### src/rtl/ram_n_pkg.sv
// Shared types and default sizes for the ram_n word RAM and its clear sequencer.
package ram_n_pkg;

    typedef enum logic {
        IDLE  = 1'b0,
        CLEAR = 1'b1
    } ram_n_state_t;

    localparam int RAM_N_WIDTH = 16;
    localparam int RAM_N_DEPTH = 8;

endpackage

### src/rtl/ram_n_clear_seq.sv
// Clear sequencer for ram_n: walks every word once after reset or on a clear request
// and presents a write strobe/address for the INIT_VAL fill.
module ram_n_clear_seq
    import ram_n_pkg::*;
#(
    parameter int DEPTH = RAM_N_DEPTH,
    parameter int AW    = $clog2(DEPTH)
) (
    input  logic          clk,
    input  logic          reset,
    input  logic          clear,
    output logic          busy,
    output logic          clr_we,
    output logic [AW-1:0] clr_addr
);

    ram_n_state_t  state_reg, state_next;
    logic [AW-1:0] clr_ptr_reg, clr_ptr_next;
    logic          last_word;

    assign last_word = (clr_ptr_reg == AW'(DEPTH - 1));

    always_ff @(posedge clk or posedge reset) begin
        if (reset) begin
            state_reg   <= CLEAR;
            clr_ptr_reg <= '0;
        end else begin
            state_reg   <= state_next;
            clr_ptr_reg <= clr_ptr_next;
        end
    end

    always_comb begin
        state_next   = state_reg;
        clr_ptr_next = clr_ptr_reg;
        clr_we       = 1'b0;
        case (state_reg)
            IDLE: begin
                if (clear) begin
                    state_next   = CLEAR;
                    clr_ptr_next = '0;
                end
            end
            CLEAR: begin
                clr_we = 1'b1;
                // A repeated request restarts the walk so busy spans DEPTH edges from it.
                if (clear) begin
                    clr_ptr_next = '0;
                end else if (last_word) begin
                    state_next   = IDLE;
                    clr_ptr_next = '0;
                end else begin
                    clr_ptr_next = clr_ptr_reg + AW'(1);
                end
            end
            default: begin
                state_next   = CLEAR;
                clr_ptr_next = '0;
            end
        endcase
    end

    assign busy     = (state_reg == CLEAR);
    assign clr_addr = clr_ptr_reg;

endmodule

### src/rtl/ram_n.sv
// Parametrised single-port WIDTH x DEPTH word RAM with asynchronous read and a hardware
// INIT_VAL clear sequence. Define RAM_N_BYPASS_EN for write-first read-during-write.
module ram_n
    import ram_n_pkg::*;
#(
    parameter int               WIDTH    = RAM_N_WIDTH,
    parameter int               DEPTH    = RAM_N_DEPTH,
    parameter int               AW       = $clog2(DEPTH),
    parameter logic [WIDTH-1:0] INIT_VAL = '0
) (
    input  logic             clk,
    input  logic             reset,
    input  logic [WIDTH-1:0] in,
    input  logic [AW-1:0]    addr,
    input  logic             write,
    input  logic             clear,
    output logic [WIDTH-1:0] out,
    output logic             busy
);

    logic [WIDTH-1:0] mem [DEPTH];

    logic                        clr_we;
    logic [AW-1:0]               clr_addr;
    logic                        addr_ok;
    logic                        user_we;
    logic                        mem_we;
    logic [AW-1:0]               mem_addr;
    logic [WIDTH-1:0]            mem_wdata;
    logic [DEPTH-1:0][WIDTH-1:0] rd_terms;
    logic [WIDTH-1:0]            rd_word;

    ram_n_clear_seq #(
        .DEPTH (DEPTH),
        .AW    (AW)
    ) u_clear_seq (
        .clk      (clk),
        .reset    (reset),
        .clear    (clear),
        .busy     (busy),
        .clr_we   (clr_we),
        .clr_addr (clr_addr)
    );

    // Non-power-of-two depths leave address codes with no backing word.
    assign addr_ok = ({1'b0, addr} < (AW + 1)'(DEPTH));

    // The sequencer owns the write port whenever it runs; user writes are simply dropped.
    assign user_we   = write & ~busy & addr_ok;
    assign mem_we    = clr_we | user_we;
    assign mem_addr  = clr_we ? clr_addr : addr;
    assign mem_wdata = clr_we ? INIT_VAL : in;

    always_ff @(posedge clk) begin
        if (mem_we) begin
            mem[mem_addr] <= mem_wdata;
        end
    end

    generate
        for (genvar gi = 0; gi < DEPTH; gi++) begin : g_rd_term
            assign rd_terms[gi] = (addr == AW'(gi)) ? mem[gi] : '0;
        end
    endgenerate

    always_comb begin
        rd_word = '0;
        for (int i = 0; i < DEPTH; i++) begin
            rd_word = rd_word | rd_terms[i];
        end
    end

    always_comb begin
        out = '0;
        if (!busy && addr_ok) begin
`ifdef RAM_N_BYPASS_EN
            out = write ? in : rd_word;
`else
            out = rd_word;
`endif
        end
    end

endmodule

### config.mk
export PLATFORM = sky130hd
export DESIGN_NAME = ram_n
export DESIGN_NICKNAME = d
export VERILOG_FILES = /design/src/rtl/ram_n_pkg.sv /design/src/rtl/ram_n_clear_seq.sv /design/src/rtl/ram_n.sv
export SDC_FILE = /design/constraint.sdc
export NUM_CORES = 1
export LEC_CHECK = 0
export CELL_PAD_IN_SITES_DETAIL_PLACEMENT = 0
export CELL_PAD_IN_SITES_GLOBAL_PLACEMENT = 1
export CORE_ASPECT_RATIO = 0.7
export CORE_UTILIZATION = 49
export DETAILED_ROUTE_END_ITERATION = 7
export PLACE_DENSITY_LB_ADDON = 0.2
export SKIP_LAST_GASP = 1
export SYNTH_ARGS = -nofsm -noshare
export SYNTH_HDL_FRONTEND = slang
export SYNTH_SLANG_ARGS = --single-unit
export TNS_END_PERCENT = 10
### constraint.sdc
create_clock -name clk -period 2.5 [get_ports clk]
set_input_delay 0.75 -clock clk [delete_from_list [all_inputs] [get_ports clk]]
set_output_delay 0.75 -clock clk [all_outputs]
set_load 0.02 [all_outputs]
Word level (Yosys, flattened, before mapping)
Memories as Yosys holds them, arrays and structs flattened.
Cells that the tools add are included.

cells by class
  add/sub/neg operators = 1
  equal/unequal tests = 9
  multiplexer cells = 22
  bitwise operators = 10
  reduce and logical (&&, ||, !) cells = 1

operator list
  cell                   count
  $mux W16               10
  $or A16 B16 Y16        7
  $eq A3 B3 Y1 const B   5
  $mux W3                4
  $eq A3 B2 Y1 const B   2
  $mux W1                6
  $pmux W3 S2            1
  $add A3 B1 Y3 const B  1
  $eq A3 B1 Y1 const B   1
  $logic_not A3 Y1       1
  $ne A2 B2 Y1 const B   1
  $pmux W1 S2            1
  $and A1 B1 Y1          1
  $not A1 Y1             1
  $or A1 B1 Y1           1

word-level totals
  flip-flop bits (word level) = 4
  memory bits (writable) = 128
  bits of input ports = 23
  output and inout bits = 17
  logic and storage cells = 46
  memories kept = 1

memory list
  memory  depth  width  read ports  clocked after memory_dff  wr ports  RTL line     text
  mem     8      16     8           0                         1         ram_n.sv:21  logic [WIDTH-1:0] mem [DEPTH];

Logic depth before layout (Yosys ltp)
Gate-level depths: netlist of run 1.

  depth in word-level cells = 10
  gate-level depth with buffers = 7
  depth with buffers taken out = 5

Hierarchy
A second synthesis of run 1 with hierarchy kept.

second synthesis, totals
  cells, all modules = 352
  area total of the unflattened synthesis = 5,554.1 µm²

modules (own cells, without submodules)
  module           instances  cells each  area each (µm²)  sequential area each (µm²)
  ram_n            1          335         5,355.1          3,843.7
  ram_n_clear_seq  1          17          198.9            101.3

Worst setup path before layout of run 1
OpenSTA, ideal clock, no wires.

  path type = input port to flip-flop
  from = input port addr[1]
  to = memory mem[4][0] in the netlist's numbering (enable)
  arrival = 2.113 ns
  data required time = 2.112 ns
  slack = -0.002 ns
  stages on the path = 7
  buffers on the path = 3
  cells stage by stage = buf_6 nand2b_1 buf_6 buf_6 nor2_1 a31oi_1 nor2_1

on the way
  longest elaborated chain between the ends = 1

RTL lines
  element      RTL line     text
  from (decl)  ram_n.sv:14  input logic [AW-1:0] addr,
  $mux W3      ram_n.sv:51  assign mem_addr = clr_we ? clr_addr : addr;
  to (decl)    ram_n.sv:21

Every way passes these cells.

Worst setup path after layout of run 1
  from = input port addr[1]
  to = output port out[8]

on the way
  longest elaborated chain between the ends = 10
  elaborated cells on any way between the ends = 24
  classes of those cells = eq/ne (7); mux (9); bitwise (7); reduce/logical (1)

RTL lines
  element                                           RTL line     text
  $eq A3 B1 Y1 or $logic_not A3 Y1 (tied branches)  ram_n.sv:62  assign rd_terms[gi] = (addr == AW'(gi)) ? mem[gi] : '0;
  $mux W16                                          ram_n.sv:62
  $or A16 B16 Y16 (6 in a row)                      ram_n.sv:69  rd_word = rd_word | rd_terms[i];
  $or A16 B16 Y16 (*)                               ram_n.sv:69
  $mux W16 (*)                                      ram_n.sv:75  if (!busy && addr_ok) begin
  to (decl)                                         ram_n.sv:17  output logic [WIDTH-1:0] out,

Every way passes the cells marked *; elsewhere a longest branch is shown, timed or not.

==> results by group, run 1 <==
Outcome
  – Status: complete, but fails checks
  – Failing checks: negative setup slack

Layout
  – Filler cells: 764
  – Fin nets: 477
  – Register Area: 0.00395 mm^2
  – Area grow syn2layout: 29.0%
  – ANT cells: 0
  – Layout cell share with drive strength beyond 1: 0.282
  – Area of the multi-input gates: 0.00135 mm^2

Placement
  – Gpl congestion: 0.810
  – Number of buffers added on ports: 39
  – Half-perimeter wire length after placement: 8550 um

Power
  – Power per cell area: 790 mW/mm^2
  – Worst vdd ir: 0.695 mV
  – Leak Pwr: 2.61 nW

CTS
  – Clock sinks: 132
  – Total CTS buffers: 17
  – Worst-path clk slew: 0.06 ns
  – CTS tree: yes
  – H-tree depth: 4
  – Root Driver: clkbuf_16
  – Clk_lat worst skew: 0.41 ns
  – Hold-fix buffers at CTS: 0
  – Max clock buf depth: 2

Flow run
  – Number of max-cap violations: 0

Global routing
  – M3 GR Usage: 0.0673
  – Initial antenna violation count: 0
  – GRT overflow: 0
  – Met2 global-route usage: 0.362
  – Gr usage total: 0.244
  – Global-route wire length before repair: 20000 um
  – M1 GR Usage: 0.353
  – GRT busiest layer: met2
  – Vias in the first global route: 3398
  – Largest net degree at the start of global routing: 25

Timing
  – Tmin final: 2.69 ns
  – Period utilisation layout: 1.08
  – WHS: 0.526 ns
  – Achievable clock frequency: 372 MHz
  – RSZ-0062 raised after global routing: true
  – Worst relative slew slack: 0.579
  – Skew final: 0.0102 ns
  – Post-route setup slack: -0.191 ns
  – Final Setup Violations: 17
  – Endpoints failing hold: 0
  – Fin. max-slew vios: 0
  – Setup_tns: -2.11 ns
  – Least-Margin Pin Slew: 0.630 ns

Setup path
  – Worst Setup Start Kind: input port
  – Worst R2R Setup Slack: 0.39 ns
  – Worst reg2reg path depth: 6
  – R2R Path End: mem[0][6]
  – Crit-path max FO: 5
  – Critical-path cell list: buf_8 -> and3b_2 -> buf_12 -> a22oi_2 -> o21ai_1 -> a21o_1 -> buf_6
  – Req. time, crit path: 1.75 ns
  – WP data arrival: 1.94 ns
  – CP max stage cell: and3b_2
  – Crit Reg-Reg Startpoint: u_clear_seq.busy
  – Worst setup EP type: output port
  – Setup CP Type: in2out
  – CP Buf/Inv Count: 3
  – CP delay by family, top: compound AO/OA/AOI/OAI gates
  – CP max stage delay: 0.26 ns

Synth
  – Post-synth EDFFs: 128
  – Sequential-to-total area share from yosys stat: 0.727
  – Count leader, synth: edfxtp_1
  – Post-Syn Instances: 368
  – Syn_area_per_cell: 14.7 um^2
  – Top_reg_cell synth: edfxtp_1
  – Post-synthesis adder-cell area fraction: 0.00461
  – Largest family of logic cells by synthesized area: compound AO/OA/AOI/OAI gates
  – Post-Synth XOR/XNOR Area: 0
  – Compound-Gate Fraction of Synth Area: 0.168
  – Most instantiated cells after synthesis: 128 x edfxtp_1, 38 x a22oi_1, 36 x a21oi_1, 32 x nor2_1, 19 x nor2b_1
  – Simple-gate share of the synthesized area: 0.0581
  – Synth unique cells: 29
  – Flops & latches, synth: 132
  – Post-synth ARST share: 0.0303
  – Synth area leaders: edfxtp_1 71%, a22oi_1 5.3%, a21oi_1 3.3%, a22oi_2 2.3%, a21o_1 2.2%
  – Synthesis Warnings: 0
  – Yosys top cell area share: 0.708
  – Mux contribution to synthesized area: 0.00392
  – Cell taking the most area after synthesis: edfxtp_1
  – Syn Nets: 393
  – Synth Cell Area: 0.00543 mm^2

Die
  – Die width: 128 um
  – Core footprint: 0.0106 mm^2
  – Die ar.: 0.0115 mm^2
  – Starting density of the core: 0.514
  – I/O pin count: 40
  – Rows: 31
  – Die H: 90.1 um

Drt
  – WL final: 13200 um
  – DRT Pass-1 Iters: 5
  – Drt drc: 0
  – Initial drt markers: 285
  – Remaining antenna violation count: 0
  – Via density: 5.69
  – DR WL/cell: 21.6 um
  – Routed via count: 3490

Worst hold path
  – Hold Crit Class: in2async
metal layers:
metal / vias up / routed length, um
met5: - / 0
met4: 0 / 166
met3: 18 / 870
met2: 148 / 6030
met1: 1718 / 6180
li1: 1606 / -
worst max-delay path by stage:
stage	cells after the start	to	slack [ns]	start
global placement	7	out[6]	-1.07	addr[2]
floorplan	7	mem[5][0]	-0.001	addr[1]
global route	5	out[11]	-0.23	u_clear_seq.busy
finish	7	out[8]	-0.19	addr[1]
CTS	7	out[13]	-0.21	addr[0]
detailed placement	7	out[6]	-1.11	addr[2]
stage by stage:
| step | setup WS [ns] | std cells | utilization | instance area (um^2) | total power [mW] |
|---|---|---|---|---|---|
| detailed placement | -1.11 | 576 | 0.595 | 6280 | 2.98 |
| finish | -0.191 | 613 | 0.664 | 7000 | 5.53 |
| global placement | -1.07 | 576 | 0.595 | 6280 | 2.97 |
| CTS | -0.211 | 609 | 0.657 | 6930 | 5.54 |
| floorplan | -0.00105 | 368 | - | 5430 | 2.80 |
| global route | -0.227 | 613 | 0.664 | 7000 | 5.69 |
cell type report:
cell class                 instances  share of cell area
clock buffer                      19              0.0618
clock inverter                    13              0.0261
inverter                           4             0.00250
multi-input combinational        203               0.192
sequential                       132               0.564
tap                              148              0.0265
timing repair buffer              94               0.127
flip-flops by register name, indices dropped and copies added, names as in the netlist:
signal and flops:
mem 128, u_clear_seq.busy 1, u_clear_seq.clr_addr 3
cell usage in the layout, fill, tap and decap left out, drive strengths merged, types with 19 or more instances in the layout:
master / count
a21oi: 36
clkbuf: 20
nor2b: 19
a22oi: 48
clkdlybuf4s50: 20
edfxtp: 128
nor2: 32
buf: 71
what timing repair did:
action                     in CTS  in global routing
cloned                          1                  1
setup endpoints to repair      17                 17
pin swaps                       5                  5
gates resized for setup        92                 20
buffers inserted                0                  3
report_power, final:
group / internal [mW] / total (mW) / leakage [nW] / switching, mW
logic: 0.175 / 0.401 / 1.05 / 0.226
registers: 2.53 / 2.57 / 1.28 / 0.0380
clock network: 1.67 / 2.56 / 0.291 / 0.895
total: 4.37 / 5.53 / 2.61 / 1.16
cells by family (layout without fill, tap and decap cells):
kind of cell | count (synthesis) | count (layout)
fa+ha+maj | 2 | 2
simple gates | 64 | 64
mux | 2 | 2
buf+inv | 33 | 130
flops | 132 | 132
compound gates | 135 | 135
No activity file was read; power rests on OpenSTA's default activity.
==> run 2: changes to the inputs <==
--- a/config.mk
+++ b/config.mk
@@ -8,8 +8,9 @@
 export CELL_PAD_IN_SITES_DETAIL_PLACEMENT = 0
 export CELL_PAD_IN_SITES_GLOBAL_PLACEMENT = 1
 export CORE_ASPECT_RATIO = 0.7
-export CORE_UTILIZATION = 49
+export CORE_UTILIZATION = 44
 export DETAILED_ROUTE_END_ITERATION = 7
+export GPL_TIMING_DRIVEN = 0
 export PLACE_DENSITY_LB_ADDON = 0.2
 export SKIP_LAST_GASP = 1
 export SYNTH_ARGS = -nofsm -noshare
==> constraint.sdc (replaced) <==
create_clock -name clk -period 2.3 [get_ports clk]
set_input_delay 0.69 -clock clk [delete_from_list [all_inputs] [get_ports clk]]
set_output_delay 0.69 -clock clk [all_outputs]
set_load 0.02 [all_outputs]
==> run 2 against run 1 <==
Highest routed layer unchanged. Utilization shrank 5.5 points. Worst setup slack worse by 0.079 ns. First-iteration DRC count grew 8.1%. Critical path depth up 1. Via count rose by 3.5%. Register-to-register slack worse by 0.48 ns. Final cell count stayed put. Clock skew decreased by 0.00076 ns. Global-route usage decreased by 0.36 points. Sequential power increased by 8.6%. The flow still finishes with violations (negative setup slack).
==> results by group, run 2 (same netlist as run 1, synthesis figures left out) <==
Drt
  – DR WL/cell: 23.6 um (+9.4%)
  – Via density: 5.89 (+3.5%)
  – Initial drt markers: 308 (+8.1%)
  – Met2 Routed Length: 6570 um (+9.0%)
  – Top Metal Used: met4
  – Routed via count: 3613 (+3.5%)
  – DRT Pass-1 Iters: 5 (unchanged)
  – DR WL met3: 1140 um (+31%)
  – Drt drc: 0 (unchanged)
  – Remaining antenna violation count: 0 (unchanged)
  – Met1 WL: 6600 um (+6.8%)
  – WL final: 14500 um (+9.4%)

Die
  – Die width: 135 um (+5.4%)
  – Core footprint: 0.0119 mm^2 (+12%)
  – Die ar.: 0.0128 mm^2 (+11%)
  – Rows: 33 (+6.5%)
  – Die H: 94.9 um (+5.4%)
  – I/O pin count: 40 (unchanged)
  – Starting density of the core: 0.458 (-0.0564)

CTS
  – CTS tree: yes
  – Worst-path clk slew: 0.06 ns (about the same)
  – Total CTS buffers: 17 (unchanged)
  – Hold-fix buffers at CTS: 0 (unchanged)
  – Clock sinks: 132 (unchanged)
  – H-tree depth: 4 (unchanged)
  – Root Driver: clkbuf_16
  – Clk_lat worst skew: 0.41 ns (about the same)
  – Max clock buf depth: 2 (unchanged)

Global routing
  – Largest net degree at the start of global routing: 17 (-32%)
  – Global-route wire length before repair: 21400 um (+6.8%)
  – Gr usage total: 0.241 (-0.00359)
  – Vias in the first global route: 3444 (+1.4%)
  – GRT overflow: 0 (unchanged)
  – Initial antenna violation count: 0 (unchanged)

Setup path
  – Worst Setup Start Kind: input port
  – Worst setup EP type: output port
  – Req. time, crit path: 1.61 ns (-0.14 ns)
  – CP max stage delay: 0.19 ns (-0.07 ns)
  – Crit-path max FO: 7 (+2)
  – Crit Reg-Reg Startpoint: u_clear_seq.busy
  – CP max stage cell: a22oi_2
  – CP Launch Point: addr[2]
  – Top cell by count, worst path: buf_6
  – Critical-path cell list: buf_6 -> nor2b_4 -> buf_6 -> clkbuf_16 -> a22oi_2 -> o22ai_2 -> a21o_1 -> buf_2
  – WP data arrival: 1.88 ns (-0.06 ns)
  – Setup CP Type: in2out
  – CP Buf/Inv Count: 4 (+1)
  – CP delay by family, top: buffers and inverters

Layout
  – Layout cell share with drive strength beyond 1: 0.357 (+0.0757)
  – Most flop-heavy register: mem
  – Filler cells: 857 (+12%)
  – Area grow syn2layout: 33.0%
  – Layout Cells excl Fill: 613 (unchanged)
  – Finished Core Util: 0.609 (-0.0545)
  – Register Area: 0.00395 mm^2 (unchanged)
  – Most frequent cells in the layout: 128 x edfxtp_1, 39 x a22oi_2, 29 x a21oi_1, 23 x nor2_1, 22 x buf_6
  – Most common cell after layout, fill and taps aside: edfxtp_1
  – Area of the multi-input gates: 0.00157 mm^2 (+16%)
  – Max reg flops: 128 (unchanged)
  – Fin nets: 472 (-1.0%)
  – ANT cells: 0 (unchanged)

Timing
  – Period utilisation layout: 1.12
  – Post-route setup slack: -0.269 ns (-0.0787 ns)
  – RSZ-0062 raised after global routing: true
  – Endpoints failing hold: 0 (unchanged)
  – Least-Margin Pin Slew: 1.01 ns (+0.382 ns)
  – Fin. max-slew vios: 0 (unchanged)
  – WHS: 0.452 ns (-0.0742 ns)
  – Worst relative slew slack: 0.325 (-0.255)
  – Final Setup Violations: 44 (+27)
  – Achievable clock frequency: 389 MHz
  – Skew final: 0.00941 ns (-0.000762 ns)
  – Tmin final: 2.57 ns

Placement
  – Dpl cells: 570 (-1.0%)
  – Number of buffers added on ports: 39 (unchanged)
  – Gpl congestion: 0.716 (-12%)
  – Half-perimeter wire length after placement: 8590 um (+0.40%)
  – Post-place setup slack: -1.44 ns (-0.336 ns)

Worst hold path
  – Hold Crit Class: in2async

Flow run
  – Number of max-cap violations: 0 (unchanged)

Power
  – Power share of the combinational group: 0.090 (+0.017)
  – Internal power: 4.30 mW (-1.7%)
  – Leak Pwr: 2.60 nW (-0.48%)
  – Sequential share of power: 0.504 (+0.040)
  – Switch Pwr: 1.24 mW (+7.2%)
  – Power per cell area: 768 mW/mm^2 (-2.8%)
  – Power Total: 5.54 mW (+0.21%)
  – Sw Share: 0.224 (+0.0147)
  – Clock power frac: 0.406 (-0.057)
  – Worst vdd ir: 0.553 mV (-20%)

Outcome
  – Status: complete, but fails checks
  – Failing checks: negative setup slack
==> run 2: cell count changes in the layout (fill, tap and decap cells not counted), moves of 8 or more <==
cell	before	now
a22oi_1	30	9
a22oi_2	18	39
buf_4	40	16
buf_6	9	22
nor2_1	31	23
o22ai_1	16	6
o22ai_2	0	10
==> run 2: cell type report <==
type                            count  share of cell area
Sequential cell                   132               0.547
Multi-Input combinational cell    203               0.217
Timing Repair Buffer               63               0.100
Clock buffer                       19              0.0600
Buffer                             26              0.0402
Tap cell                          157              0.0272
Clock inverter                      9             0.00607
Inverter                            4             0.00208
==> run 2: metrics by stage <==
| step | instance area, um^2 | setup TNS, ns |
|---|---|---|
| 5_1_grt | 7220 | -10.26 |
| 3_3_place_gp | 6020 | -189.49 |
| 6_report | 7220 | -5.34 |
| 3_5_place_dp | 6120 | -104.36 |
| 2_1_floorplan | 5430 | -4.91 |
| 4_1_cts | 7050 | -9.62 |
==> run 2: final timing paths <==
path,to,slack [ns],depth (start not counted)
setup / recovery,out[3],-0.27,8
min in group clk,u_clear_seq.clr_addr[1],0.63,2
max in group asynchronous,u_clear_seq.busy,1.62,2
hold / removal,u_clear_seq.clr_addr[1],0.45,2
setup reg to reg,mem[1][7],-0.09,5
hold reg to reg,u_clear_seq.clr_addr[1],0.63,2
==> run 2: power by group through the flow <==
stage	Clock [mW]	Combinational, mW	Sequential (mW)
after floorplan	0	0.214	2.83
after CTS	2.26	0.454	2.79
after global routing	2.37	0.527	2.80
after global placement	0	0.342	2.83
after detailed placement	0	0.377	2.83
final	2.25	0.497	2.79
==> run 2: layer usage <==
metal	global-route usage	vias up
li1	-	1595
met1	0.348	1835
met2	0.367	160
met3	0.0435	23
met4	0.0815	0
met5	0	-
==> run 2: what timing repair did <==
action                                  4_1_cts  5_1_grt
gates cloned                                  3        2
buffers inserted                              9        4
endpoints found under the setup margin      123       70
pin swaps                                    35       17
resized for setup                           177       23
